==> src/rtl/v_instr_issue.sv <==
// v_instr_issue: buffers vector instructions with their rs1 operand and issues them
// one at a time to the vector coprocessor, with a watchdog for hung instructions.
//
// state  | meaning
// S_IDLE | nothing presented; pops the FIFO head when one is waiting
// S_EXEC | cur instruction presented to the coprocessor until it retires
module v_instr_issue #(
    parameter int DEPTH   = 4,
    parameter int TIMEOUT = 64
) (
    input  logic                   clk,
    input  logic                   nrst,
    input  logic                   in_valid,
    output logic                   in_ready,
    input  logic [31:0]            in_instr,
    input  logic [31:0]            in_xdata,
    input  logic                   flush,
    output logic [31:0]            cp_instr,
    output logic [31:0]            cp_xdata,
    output logic                   cp_valid,
    input  logic                   cp_done,
    output logic                   retired,
    output logic                   busy,
    output logic [$clog2(DEPTH):0] count,
    output logic                   err_timeout
);
    localparam int AW = $clog2(DEPTH);
    localparam int TW = $clog2(TIMEOUT);

    typedef enum logic {
        S_IDLE = 1'b0,
        S_EXEC = 1'b1
    } state_t;

    state_t        r_state;
    state_t        w_state_nxt;

    logic [AW:0]   r_wr_ptr;
    logic [AW:0]   r_rd_ptr;
    logic [31:0]   r_mem_instr [DEPTH];
    logic [31:0]   r_mem_xdata [DEPTH];

    logic [31:0]   r_cur_instr;
    logic [31:0]   r_cur_xdata;
    logic [TW-1:0] r_timer;
    logic          r_err;

    logic          w_full;
    logic          w_empty;
    logic          w_push;
    logic          w_pop;
    logic          w_cur_cfg;
    logic          w_retire;
    logic          w_timeout_hit;

    // Full when the pointers agree on the index but differ in the wrap bit.
    assign w_full  = (r_wr_ptr[AW] != r_rd_ptr[AW]) &&
                     (r_wr_ptr[AW-1:0] == r_rd_ptr[AW-1:0]);
    assign w_empty = (r_wr_ptr == r_rd_ptr);

    assign in_ready = !w_full && !flush;
    assign w_push   = in_valid && in_ready;

    // vsetvli-class: OP-V major opcode with funct3 = OPCFG.
    assign w_cur_cfg = (r_cur_instr[6:0] == 7'b1010111) &&
                       (r_cur_instr[14:12] == 3'b111);

    always_comb begin
        w_state_nxt   = r_state;
        w_pop         = 1'b0;
        w_retire      = 1'b0;
        w_timeout_hit = 1'b0;
        case (r_state)
            S_IDLE: begin
                if (!w_empty) begin
                    w_pop       = 1'b1;
                    w_state_nxt = S_EXEC;
                end
            end
            S_EXEC: begin
                if (w_cur_cfg || cp_done) begin
                    w_retire    = 1'b1;
                    w_state_nxt = S_IDLE;
                end else if (r_timer == TW'(TIMEOUT - 1)) begin
                    w_timeout_hit = 1'b1;
                    w_retire      = 1'b1;
                    w_state_nxt   = S_IDLE;
                end
            end
            default: w_state_nxt = S_IDLE;
        endcase
        // Aborted work (flush or reset) never reports a retirement.
        if (flush || nrst) begin
            w_pop         = 1'b0;
            w_retire      = 1'b0;
            w_timeout_hit = 1'b0;
            w_state_nxt   = S_IDLE;
        end
    end

    always_ff @(posedge clk) begin
        if (nrst) begin
            r_state <= S_IDLE;
        end else begin
            r_state <= w_state_nxt;
        end
    end

    always_ff @(posedge clk) begin
        if (nrst || flush) begin
            r_wr_ptr <= '0;
            r_rd_ptr <= '0;
        end else begin
            if (w_push) begin
                r_wr_ptr <= r_wr_ptr + (AW + 1)'(1);
            end
            if (w_pop) begin
                r_rd_ptr <= r_rd_ptr + (AW + 1)'(1);
            end
        end
    end

    // Storage needs no reset; occupancy is defined by the pointers alone.
    always_ff @(posedge clk) begin
        if (w_push) begin
            r_mem_instr[r_wr_ptr[AW-1:0]] <= in_instr;
            r_mem_xdata[r_wr_ptr[AW-1:0]] <= in_xdata;
        end
    end

    always_ff @(posedge clk) begin
        if (nrst || flush) begin
            r_cur_instr <= '0;
            r_cur_xdata <= '0;
        end else if (w_pop) begin
            r_cur_instr <= r_mem_instr[r_rd_ptr[AW-1:0]];
            r_cur_xdata <= r_mem_xdata[r_rd_ptr[AW-1:0]];
        end
    end

    always_ff @(posedge clk) begin
        if (nrst || flush || w_pop) begin
            r_timer <= '0;
        end else if (r_state == S_EXEC && !w_retire) begin
            r_timer <= r_timer + TW'(1);
        end
    end

    always_ff @(posedge clk) begin
        if (nrst) begin
            r_err <= 1'b0;
        end else if (w_timeout_hit) begin
            r_err <= 1'b1;
        end
    end

    assign cp_valid    = (r_state == S_EXEC);
    assign cp_instr    = cp_valid ? r_cur_instr : 32'h0;
    assign cp_xdata    = cp_valid ? r_cur_xdata : 32'h0;
    assign retired     = w_retire;
    assign busy        = (r_state != S_IDLE) || !w_empty;
    assign count       = r_wr_ptr - r_rd_ptr;
    assign err_timeout = r_err;

endmodule

==> config.mk <==
export PLATFORM = sky130hd
export DESIGN_NAME = v_instr_issue
export DESIGN_NICKNAME = d
export VERILOG_FILES = /design/src/rtl/v_instr_issue.sv
export SDC_FILE = /design/constraint.sdc
export NUM_CORES = 1
export LEC_CHECK = 0
export BUFFER_PORTS_ARGS = -buffer_cell sky130_fd_sc_hd__buf_2
export CAP_MARGIN = 20
export CORE_AREA = 2 2 182 184
export CTS_CLUSTER_DIAMETER = 120
export DETAILED_ROUTE_END_ITERATION = 10
export DIE_AREA = 0 0 184 186
export PLACE_DENSITY = 0.55
export SLEW_MARGIN = 40
export SYNTH_ARGS = -nofsm -noshare
export SYNTH_HDL_FRONTEND = slang
export SYNTH_SLANG_ARGS = --single-unit
==> constraint.sdc <==
create_clock -name clk -period 12.95 [get_ports clk]
set_input_delay 1.9425 -clock clk [delete_from_list [all_inputs] [get_ports clk]]
set_output_delay 1.9425 -clock clk [all_outputs]
set_load 0.03 [all_outputs]
### Word level (Yosys, flattened, before mapping)

Memory sizes are Yosys's and may differ from the RTL's. A register that Yosys moved wholly into a read port is not among the register bits.
Index checks and enable logic that the tools add are counted.

| operators by class | value |
|---|---|
| add/subtract/negate cells | 4 |
| bitwise gates (word level) | 1 |
| reduce and logical (&&, ||, !) cells | 14 |
| mux-type cells | 17 |
| eq/ne operators | 6 |

Operators by type and width:

| kind | count |
|---|---|
| $mux W32 | 2 |
| $mux W1 | 14 |
| $eq A7 B7 Y1 const B | 1 |
| $add A3 B1 Y3 const B | 2 |
| $add A6 B1 Y6 const B | 1 |
| $eq A6 B6 Y1 const B | 1 |
| $logic_and A1 B1 Y1 | 5 |
| $logic_not A1 Y1 | 4 |
| $logic_or A1 B1 Y1 | 4 |
| $eq A3 B3 Y1 | 1 |
| $eq A3 B3 Y1 const B | 1 |
| $sub A3 B3 Y3 | 1 |
| $eq A2 B2 Y1 | 1 |
| $pmux W1 S2 | 1 |
| $reduce_or A2 Y1 | 1 |
| $ne A1 B1 Y1 | 1 |
| $not A1 Y1 | 1 |

| word-level totals | value |
|---|---|
| output and inout bits | 72 |
| memory bits (writable) | 256 |
| register bits after elaboration | 14 |
| memories kept | 2 |

Memories:

| name | depth | bits a word | read ports | clocked after memory_dff | write ports | RTL line | source |
|---|---|---|---|---|---|---|---|
| r_mem_instr | 4 | 32 | 1 | 1 | 1 | 40 | `logic [31:0] r_mem_instr [DEPTH];` |
| r_mem_xdata | 4 | 32 | 1 | 1 | 1 | 41 | `logic [31:0] r_mem_xdata [DEPTH];` |

### Depth between registers and ports, before layout

Gate-level depths: netlist of the first run.

| depth | value |
|---|---|
| depth in word-level cells | 8 |
| depth in mapped cells | 10 |
| depth with buffers taken out | 6 |

### Worst setup path after synthesis of the first run

Ideal clock, no wire load.

| timing path | value |
|---|---|
| kind | input to register |
| start point | in flush |
| end point | mem r_mem_instr[3][0], enable pin |
| buffers on the path | 0 |
| arrival time | 5.275 ns |
| slack | 7.165 ns |
| stages | 2 |
| cells stage by stage | nand3b_1 a21oi_1 |

| between the ends | value |
|---|---|
| longest elaborated chain between the ends | 5 |

Ends and longest elaborated chain:

| what | RTL line | source |
|---|---|---|
| start, declared | 17 | `input logic flush,` |
| $logic_not A1 Y1 | 61 | `assign in_ready = !w_full && !flush;` |
| $logic_and A1 B1 Y1 | 61 |  |
| $logic_and A1 B1 Y1 | 62 | `assign w_push = in_valid && in_ready;` |
| $mux W1 | 125 | `if (w_push) begin` |
| $mux W1 (not written as such) | 126 | `r_mem_instr[r_wr_ptr[AW-1:0]] <= in_instr;` |
| end, declared | 40 |  |

Every way passes these cells.

### Worst setup path in the final report of the first run

| timing path | value |
|---|---|
| start point | in flush |
| end point | out retired |

| between the ends | value |
|---|---|
| longest elaborated chain between the ends | 2 |

Ends and longest elaborated chain:

| what | RTL line | source |
|---|---|---|
| $logic_or A1 B1 Y1 | 93 | `if (flush \|\| nrst) begin` |
| $mux W1 | 93 |  |
| end, declared | 22 | `output logic retired,` |

Every way passes these cells.

==> metrics.txt, run 1 <==
status=finished clean; RD Place Congestion=0.733; Synth Instances=789; fin nets=1,014; initial antenna violation count=5; Fill cells=2,883; clock skew=20.9 ps; Final Critical Period=4740 ps; CTS Root Cell=clkbuf_16; Cell Area, Synth=12,800 um2; number of synthesized flops with an enable pin=256; hold crit path type=flop to flop; Pwr Total=2.19 mW; Remaining DRCs=0; Worst-Margin Slew=765 ps; Max-cap violations=0; number of core rows=66; Ys Warns=0; Fmax achieved=211 MHz; synth cell count leaders=256 x edfxtp_1, 142 x nand2_1, 78 x dfxtp_1; hold slack=450 ps; Worst slew margin=0.490; Initial DRC Count=466; die footprint=34,200 um2; clock buffer depth=3; chip width=184 um; clock-pin slew on the worst setup and hold paths=60 ps; io pins=141; TritonRoute pass-1 iters=5; flops & latches, synth=334; Num Clock Sinks=334; Top FF cell, synth=edfxtp_1; post_cts resized=0; via count=6,879; setup bufs post-CTS=0; Core Region=32,200 um2; Final Hold Viols=0; crit share post-route=0.366; Max Fanout on Critical Path=5; worst setup path category=primary input to output pin; vias in the first global route=6,937; Syn Nets=867; CTS tree=built; Worst-Skew Late Latency=510 ps; PwrDens=145 nW/um2; Routed Antenna Nets=0; count leader, synth=edfxtp_1; CP Launch Type=primary input; global router's overall resource usage=0.157; Port Buf Inserts=140; hold_buf cts=0; TritonCTS Buffers=35; worst vdd ir=0.0000761 V; layout overhead on the synthesized area=18.1%; hpwl dp=15,300 um; Die Ht=186 um; Avg Synthesized Cell Area=16.2 um2; RSZ-0062 raised after global routing=false; post-DR vias/cell=5.01; layout cells sized above 1=0.292; top cell type by total area after synthesis=edfxtp_1; Initial Utilization=0.396; Critical Path AT=2800 ps; Max H-tree Level=2; CP Capture Type=output pin; required time of the critical path=11,010 ps; Synth area leaders=edfxtp_1 60%, dfxtp_1 12%, mux4_2 11%; Leak Pwr=5.12 nW; first-pass GRT wire length=40,400 um; post-synthesis sequential area ratio=0.725; post-synth top area share=0.603; final setup vio count=0; ys async rst share=0; largest net degree at the start of global routing=71; setup TNS=0 ps; Routed WL=26,100 um; gr ovfl total=0; Slew Viols, Final=0; drt wl/cell=19.0 um; Yosys cell types=36
routing by layer:
metal / part of all wire / up-vias / global-route usage
met3: 0.058 / 37 / 0.0350
met2: 0.47 / 168 / 0.255
met5: 0.00050 / - / 0
li1: - / 3235 / -
met1: 0.45 / 3437 / 0.216
met4: 0.018 / 2 / 0.0400
state kept, by name, indices dropped and copies added (netlist names):
signal       cells
r_mem_instr    128
r_mem_xdata    128
r_cur_instr     32
r_cur_xdata     32
r_timer          6
r_rd_ptr         3
r_wr_ptr         3
cp_valid         1
err_timeout      1
critical path: stages:
cell	delay, ps
buf_2	130
or3b_1	430
nor2_1	100
buf_2	200
layout make-up:
cell class	count	area, um2	area share
Antenna cell	4	10.0	0.000664
Clock buffer	49	948	0.0630
Clock inverter	13	95.1	0.00631
Inverter	8	30.0	0.00199
Multi-Input combinational cell	403	3290	0.218
Sequential cell	334	9260	0.614
Tap cell	408	510	0.0339
Timing Repair Buffer	154	928	0.0616
cells in the final DEF, fill, tap and decap left out, types with 3 or more instances in the layout:
cell type,instances
clkbuf_16,35
clkinv_1,3
buf_6,4
buf_12,7
ha_1,8
and2_4,3
and2_1,65
xnor2_1,4
a21oi_1,68
edfxtp_1,256
dfxtp_1,75
inv_1,8
nor2_1,7
nand3_1,4
nand2_1,142
clkbuf_1,12
mux2i_1,7
nand2b_1,7
buf_2,140
mux4_2,64
diode_2,4
clkinv_2,6
per-stage QoR:
| step | setup slack [ps] | instances | util | area, um2 |
|---|---|---|---|---|
| after floorplan | 7160 | 789 | - | 12800 |
| after global placement | 8210 | 1299 | 0.429 | 13800 |
| after detailed placement | 8210 | 1307 | 0.435 | 14000 |
| after CTS | 8210 | 1369 | 0.467 | 15000 |
| after global routing | 8140 | 1370 | 0.468 | 15100 |
| final | 8210 | 1373 | 0.468 | 15100 |
cell families after synthesis:
kind of cell	Yosys count	synth area share
simple gates	241	0.0895
xor+xnor	6	0.00471
mux	71	0.118
compound gates	76	0.0326
buf+inv	52	0.0204
fa+ha+maj	9	0.00941
flops	334	0.725
path summary, 6_finish.rpt:
check                               from                     endpoint  slack (ps)  depth (start not counted)
min reg2reg  r_cur_instr[8]$_SDFFE_PN0P_  r_cur_instr[8]$_SDFFE_PN0P_         450                          2
max reg2reg     r_rd_ptr[0]$_SDFFE_PN0P_  r_mem_xdata[2][4]$_DFFE_PP_       10100                          5
max                                flush                      retired        8210                          4
min          r_cur_instr[8]$_SDFFE_PN0P_  r_cur_instr[8]$_SDFFE_PN0P_         450                          2
power breakdown:
part           internal, mW  switching (mW)  total, mW
clock network         0.532           0.387      0.919
logic                0.0355          0.0555     0.0910
registers              1.17         0.00611       1.18
Power figures use the tool's default switching activity.
==> run 2, diff against run 1 <==
==> constraint.sdc (replaced) <==
create_clock -name clk -period 4.5 [get_ports clk]
set_input_delay 0.675 -clock clk [delete_from_list [all_inputs] [get_ports clk]]
set_output_delay 0.675 -clock clk [all_outputs]
set_load 0.03 [all_outputs]
==> run 2 against run 1 <==
Net effect: design area grew 0.71%; setup slack got worse by 6800 ps; total power grew to 3.0 times the previous value; first-iteration DRC count down 10%; via count down 0.80%; cell count about the same; critical path depth did not move; highest routed layer unchanged.
==> metrics.txt, run 2 (synthesized netlist as in run 1, its figures left out) <==
status=finished clean; required time of the critical path=3830 ps (-7180 ps); Util after Layout=0.471 (+0.00334); RD Place Congestion=0.739 (+0.90%); number of core rows=66 (unchanged); sw frac=0.198 (-0.00684); Die Ht=186 um (unchanged); post-DR vias/cell=4.97 (-0.87%); clock buffer depth=3 (unchanged); final setup vio count=0 (unchanged); CP Launch Type=flop; Routed WL=26,200 um (+0.26%); Leak Pwr=5.19 nW (+1.2%); Num Clock Sinks=334 (unchanged); chip width=184 um (unchanged); setup TNS=0 ps (unchanged); Final Cell Area=15,200 um2 (+0.71%); CP Capture Type=output pin; clock skew=15.1 ps (-5.76 ps); CTS tree=built; vias in the first global route=7,071 (+1.9%); via count=6,824 (-0.80%); Worst-Skew Late Latency=500 ps (about the same); pre-CTS setup slack=1450 ps (-6760 ps); first-pass GRT wire length=40,700 um (+0.70%); Critical Path AT=2400 ps (-400 ps); worst setup path category=flop to output pin; Core Region=32,200 um2 (unchanged); clock-pin slew on the worst setup and hold paths=60 ps (about the same); Port Buf Inserts=140 (unchanged); layout cells sized above 1=0.297 (+0.00416); layout overhead on the synthesized area=18.9%; post_cts resized=0 (unchanged); cell internal pwr=5.29 mW (+200%); Final Worst Setup Slack=1430 ps (-6790 ps); drt wl/cell=19.1 um (+0.19%); hold slack=391 ps (-59.3 ps); Logic pwr share=0.040 (-0.002); crit share post-route=0.683; io pins=141 (unchanged); fin nets=1,013 (-0.099%); CTS Root Cell=clkbuf_16; Fmax achieved=325 MHz; gr ovfl total=0 (unchanged); area of placed instances=13,900 um2 (-0.42%); Seq pwr share=0.513 (-0.025); Final Hold Viols=0 (unchanged); Initial DRC Count=418 (-10%); hold crit path type=primary input to flop; hpwl dp=15,800 um (+3.2%); global router's overall resource usage=0.157 (about the same); PwrDens=435 nW/um2 (+200%); Initial Utilization=0.396 (unchanged); commonest non-fill, non-tap cells in the layout=256 x edfxtp_1, 142 x nand2_1, 140 x buf_2; Routed Antenna Nets=0 (unchanged); P_sw=1.31 mW (+190%); Worst-Margin Slew=730 ps (-34.4 ps); Final Non-Filler Cells=1,374 (+0.073%); Slew Viols, Final=0 (unchanged); initial antenna violation count=6 (+1); die footprint=34,200 um2 (unchanged); Max-cap violations=0 (unchanged); Pwr Total=6.60 mW (+200%); Max H-tree Level=2 (unchanged); hold_buf cts=0 (unchanged); Remaining DRCs=0 (unchanged); largest net degree at the start of global routing=69 (-2.8%); worst vdd ir=0.000279 V (+270%); Worst slew margin=0.513 (+0.0229); most common cell after layout, fill and taps aside=edfxtp_1; Max Fanout on Critical Path=37 (+32); TritonCTS Buffers=36 (+2.9%); RSZ-0062 raised after global routing=false; Final Critical Period=3070 ps; dpl cells=1,304 (-0.23%); Fill cells=2,780 (-3.6%); TritonRoute pass-1 iters=4 (-1); setup bufs post-CTS=0 (unchanged); Clock power frac=0.447 (+0.026)
[run 2: changes by cell type in the layout (fill, tap and decap cells not counted), sizes merged]
cell and change:
bufinv +3, clkbuf +3, buf -2, clkinv -2, clkinvlp -1, diode +1
inv -1
[run 2: cell type report]
type	instances	area, um2	share of cell area
antenna	5	12.5	0.000825
clock buffer	52	1030	0.0680
clock inverter	12	161	0.0106
inverter	8	30.0	0.00198
multi-input combinational	403	3290	0.217
sequential	334	9260	0.610
tap	408	510	0.0336
timing repair buffer	152	877	0.0578
[run 2: critical path: stages, from the launching register on]
cell and delay, ps:
dfxtp_2 690, buf_4 410, or3b_1 460, nor2_1 130, buf_2 210
[run 2: routing by layer]
metal	track usage	share of wire
met1	0.206	0.44
met4	0.0374	0.014
met5	0	0.00050
met2	0.265	0.49
met3	0.0378	0.058
[run 2: path summary, 6_finish.rpt]
kind / from / endpoint / slack (ps) / cells past startpoint
setup / recovery: cp_valid$_SDFF_PP0_ / retired / 1430 / 4
hold / removal: in_xdata[30] / r_mem_xdata[0][30]$_DFFE_PP_ / 390 / 1
setup reg to reg: r_rd_ptr[0]$_SDFFE_PN0P_ / r_mem_instr[2][29]$_DFFE_PP_ / 1520 / 5
hold reg to reg: r_cur_instr[28]$_SDFFE_PN0P_ / r_cur_instr[28]$_SDFFE_PN0P_ / 450 / 2
[run 2: power by group through the flow]
stage / registers (mW) / logic [mW] / clock network [mW]
2_1_floorplan: 3.44 / 0.160 / 0
3_3_place_gp: 3.45 / 0.257 / 0
3_5_place_dp: 3.45 / 0.267 / 0
4_1_cts: 3.39 / 0.268 / 3.03
5_1_grt: 3.39 / 0.292 / 3.16
6_report: 3.38 / 0.264 / 2.95
==> run 3, diff against run 2 <==
--- a/config.mk
+++ b/config.mk
@@ -5,13 +5,14 @@
 export SDC_FILE = /design/constraint.sdc
 export NUM_CORES = 1
 export LEC_CHECK = 0
+export ABC_AREA = 1
 export BUFFER_PORTS_ARGS = -buffer_cell sky130_fd_sc_hd__buf_2
 export CAP_MARGIN = 20
-export CORE_AREA = 2 2 182 184
+export CORE_AREA = 2 2 184 186
 export CTS_CLUSTER_DIAMETER = 120
 export DETAILED_ROUTE_END_ITERATION = 10
-export DIE_AREA = 0 0 184 186
-export PLACE_DENSITY = 0.55
+export DIE_AREA = 0 0 186 188
+export PLACE_DENSITY = 0.56
 export SLEW_MARGIN = 40
 export SYNTH_ARGS = -nofsm -noshare
 export SYNTH_HDL_FRONTEND = slang
==> constraint.sdc (replaced) <==
create_clock -name clk -period 2.7 [get_ports clk]
set_input_delay 0.405 -clock clk [delete_from_list [all_inputs] [get_ports clk]]
set_output_delay 0.405 -clock clk [all_outputs]
set_load 0.03 [all_outputs]
==> run 3 against run 2 <==
Net effect: sequential power rose by 68%; register-to-register slack got worse by 1000 ps; sequential share of layout area fell by 1.3 points; clock power rose by 75%; critical endpoint is now count[1]; largest cell class unchanged.
==> metrics.txt, run 3 <==
clock buffer depth=3 (unchanged); final setup vio count=0 (unchanged); Core Region=33,100 um2 (+2.8%); Yosys cell types=34 (-5.6%); number of core rows=67 (+1.5%); largest net degree at the start of global routing=155 (+120%); Num Clock Sinks=334 (unchanged); io pins=141 (unchanged); Final Hold Viols=0 (unchanged); synth cell count leaders=256 x edfxtp_1, 191 x nand2_1, 124 x o21ai_0; most common cell after layout, fill and taps aside=edfxtp_1; post-DR vias/cell=4.86 (-2.2%); global router's overall resource usage=0.174 (+0.0172); via count=8,480 (+24%); Cell Area, Synth=13,000 um2 (+1.6%); Synth area leaders=edfxtp_1 59%, dfxtp_1 12%, nand2_1 5.5%; Max Fanout on Critical Path=41 (+11%); hold crit path type=primary input to flop; Critical Path AT=2100 ps (-300 ps); commonest non-fill, non-tap cells in the layout=256 x edfxtp_1, 191 x nand2_1, 140 x buf_2; Synth Instances=1,132 (+43%); Die Ht=188 um (+1.1%); layout overhead on the synthesized area=19.6%; clock skew=10.9 ps (-4.25 ps); required time of the critical path=2300 ps (-1530 ps); Worst-Skew Late Latency=510 ps (about the same); RSZ-0062 raised after global routing=false; RD Place Congestion=0.776 (+4.9%); Fmax achieved=399 MHz; number of synthesized flops with an enable pin=256 (unchanged); Worst-Margin Slew=777 ps (+47.2 ps); crit share post-route=0.928; Max-cap violations=0 (unchanged); post-synthesis sequential area ratio=0.713 (-0.0116); area of placed instances=14,200 um2 (+2.0%); Syn Nets=1,210 (+40%); Slew Viols, Final=0 (unchanged); Final Cell Area=15,500 um2 (+2.2%); Max H-tree Level=2 (unchanged); fin nets=1,346 (+33%); post-synth top area share=0.593 (-0.00965); slowest stage delay, CP=540 ps (-150 ps); setup TNS=0 ps (unchanged); Port Buf Inserts=140 (unchanged); Final Critical Period=2510 ps; drt wl/cell=17.2 um (-9.8%); Routed WL=30,000 um (+14%); Initial Utilization=0.392 (-0.00458); Leak Pwr=6.47 nW (+25%); pre-CTS setup slack=522 ps (-929 ps); layout cells sized above 1=0.181 (-0.115); CTS tree=built; Worst slew margin=0.482 (-0.0315); status=finished clean; Ys Warns=0 (unchanged); Avg Synthesized Cell Area=11.5 um2 (-29%); Pwr Total=11.3 mW (+72%); CP Capture Type=output pin; die footprint=35,000 um2 (+2.2%); TritonCTS Buffers=36 (unchanged); gr ovfl total=0 (unchanged); Top FF cell, synth=edfxtp_1; count leader, synth=edfxtp_1; clock-pin slew on the worst setup and hold paths=60 ps (about the same); vias in the first global route=8,212 (+16%); Routed Antenna Nets=0 (unchanged); Initial DRC Count=653 (+56%); worst setup path category=flop to output pin; hpwl dp=16,900 um (+6.9%); top cell type by total area after synthesis=edfxtp_1; CP Launch Type=flop; CTS Root Cell=clkbuf_16; PwrDens=730 nW/um2 (+68%); first-pass GRT wire length=46,700 um (+15%); worst vdd ir=0.000450 V (+61%); crit path cell chain=buf_4, fa_1, inv_1, buf_2; TritonRoute pass-1 iters=4 (unchanged); chip width=186 um (+1.1%); Remaining DRCs=0 (unchanged); Critical Path Slowest Stage Cell=fa_1; initial antenna violation count=7 (+1); ys async rst share=0 (unchanged); Final Worst Setup Slack=193 ps (-1230 ps); flops & latches, synth=334 (unchanged)
-- run 3: power breakdown --
part | total (mW) | switching (mW) | internal (mW)
sequential | 5.67 | 0.0421 | 5.63
clock | 5.17 | 1.91 | 3.25
combinational | 0.483 | 0.337 | 0.146
total | 11.3 | 2.29 | 9.03
-- run 3: critical path, delay by kind of cell, from the launching register on --
| kind | cells | cell delay [ps] |
|---|---|---|
| flops | 1 | 340 |
| fa+ha+maj | 1 | 540 |
| buf+inv | 3 | 700 |
-- run 3: area by class of cell --
class	count	area (um2)
Tap cell	448	561
Antenna cell	1	2.50
Clock inverter	11	189
Sequential cell	334	9260
Fill cell	3083	17600
Timing Repair Buffer	161	953
Clock buffer	55	1080
Multi-Input combinational cell	622	3030
Inverter	113	429
-- run 3: final timing paths --
path	startpoint	end	slack [ps]	cells after the start
worst min-delay path	nrst	err_timeout$_SDFFE_PP0P_	90	2
worst max-delay path	r_rd_ptr[1]$_SDFFE_PN0P_	count[1]	190	4
worst min register to register	err_timeout$_SDFFE_PP0P_	err_timeout$_SDFFE_PP0P_	450	2
worst max register to register	r_wr_ptr[0]$_SDFFE_PN0P_	r_mem_xdata[3][2]$_DFFE_PP_	520	6
-- run 3: kinds of logic after synthesis --
kind of cell    after synthesis  share of synthesized area
xor+xnor                      5                    0.00338
flops                       334                      0.713
compound gates              220                     0.0956
simple gates                388                      0.122
buf+inv                     176                     0.0562
fa+ha+maj                     9                    0.00926
-- run 3: metrics by stage --
stage | cells | hold slack, ps | util
after floorplan | 1132 | 426 | -
after global placement | 1678 | 438 | 0.430
after detailed placement | 1678 | 438 | 0.430
after CTS | 1744 | 76.0 | 0.468
after global routing | 1744 | 79.4 | 0.468
final | 1745 | 88.0 | 0.468
-- run 3: layer usage --
| layer | vias to the layer above | part of all wire | track usage |
|---|---|---|---|
| met5 | - | 0.0018 | 0 |
| met4 | 10 | 0.015 | 0.0379 |
| met3 | 53 | 0.056 | 0.0369 |
| met2 | 198 | 0.46 | 0.281 |
| met1 | 4056 | 0.46 | 0.243 |
| li1 | 4163 | - | - |
-- run 3: timing repair --
action / in CTS / in global routing
hold buffers: 0 / 0
setup buffers: 0 / 0
resized for setup: 0 / 1
endpoints found under the hold margin: 0 / 0
setup endpoints to repair: 0 / 2
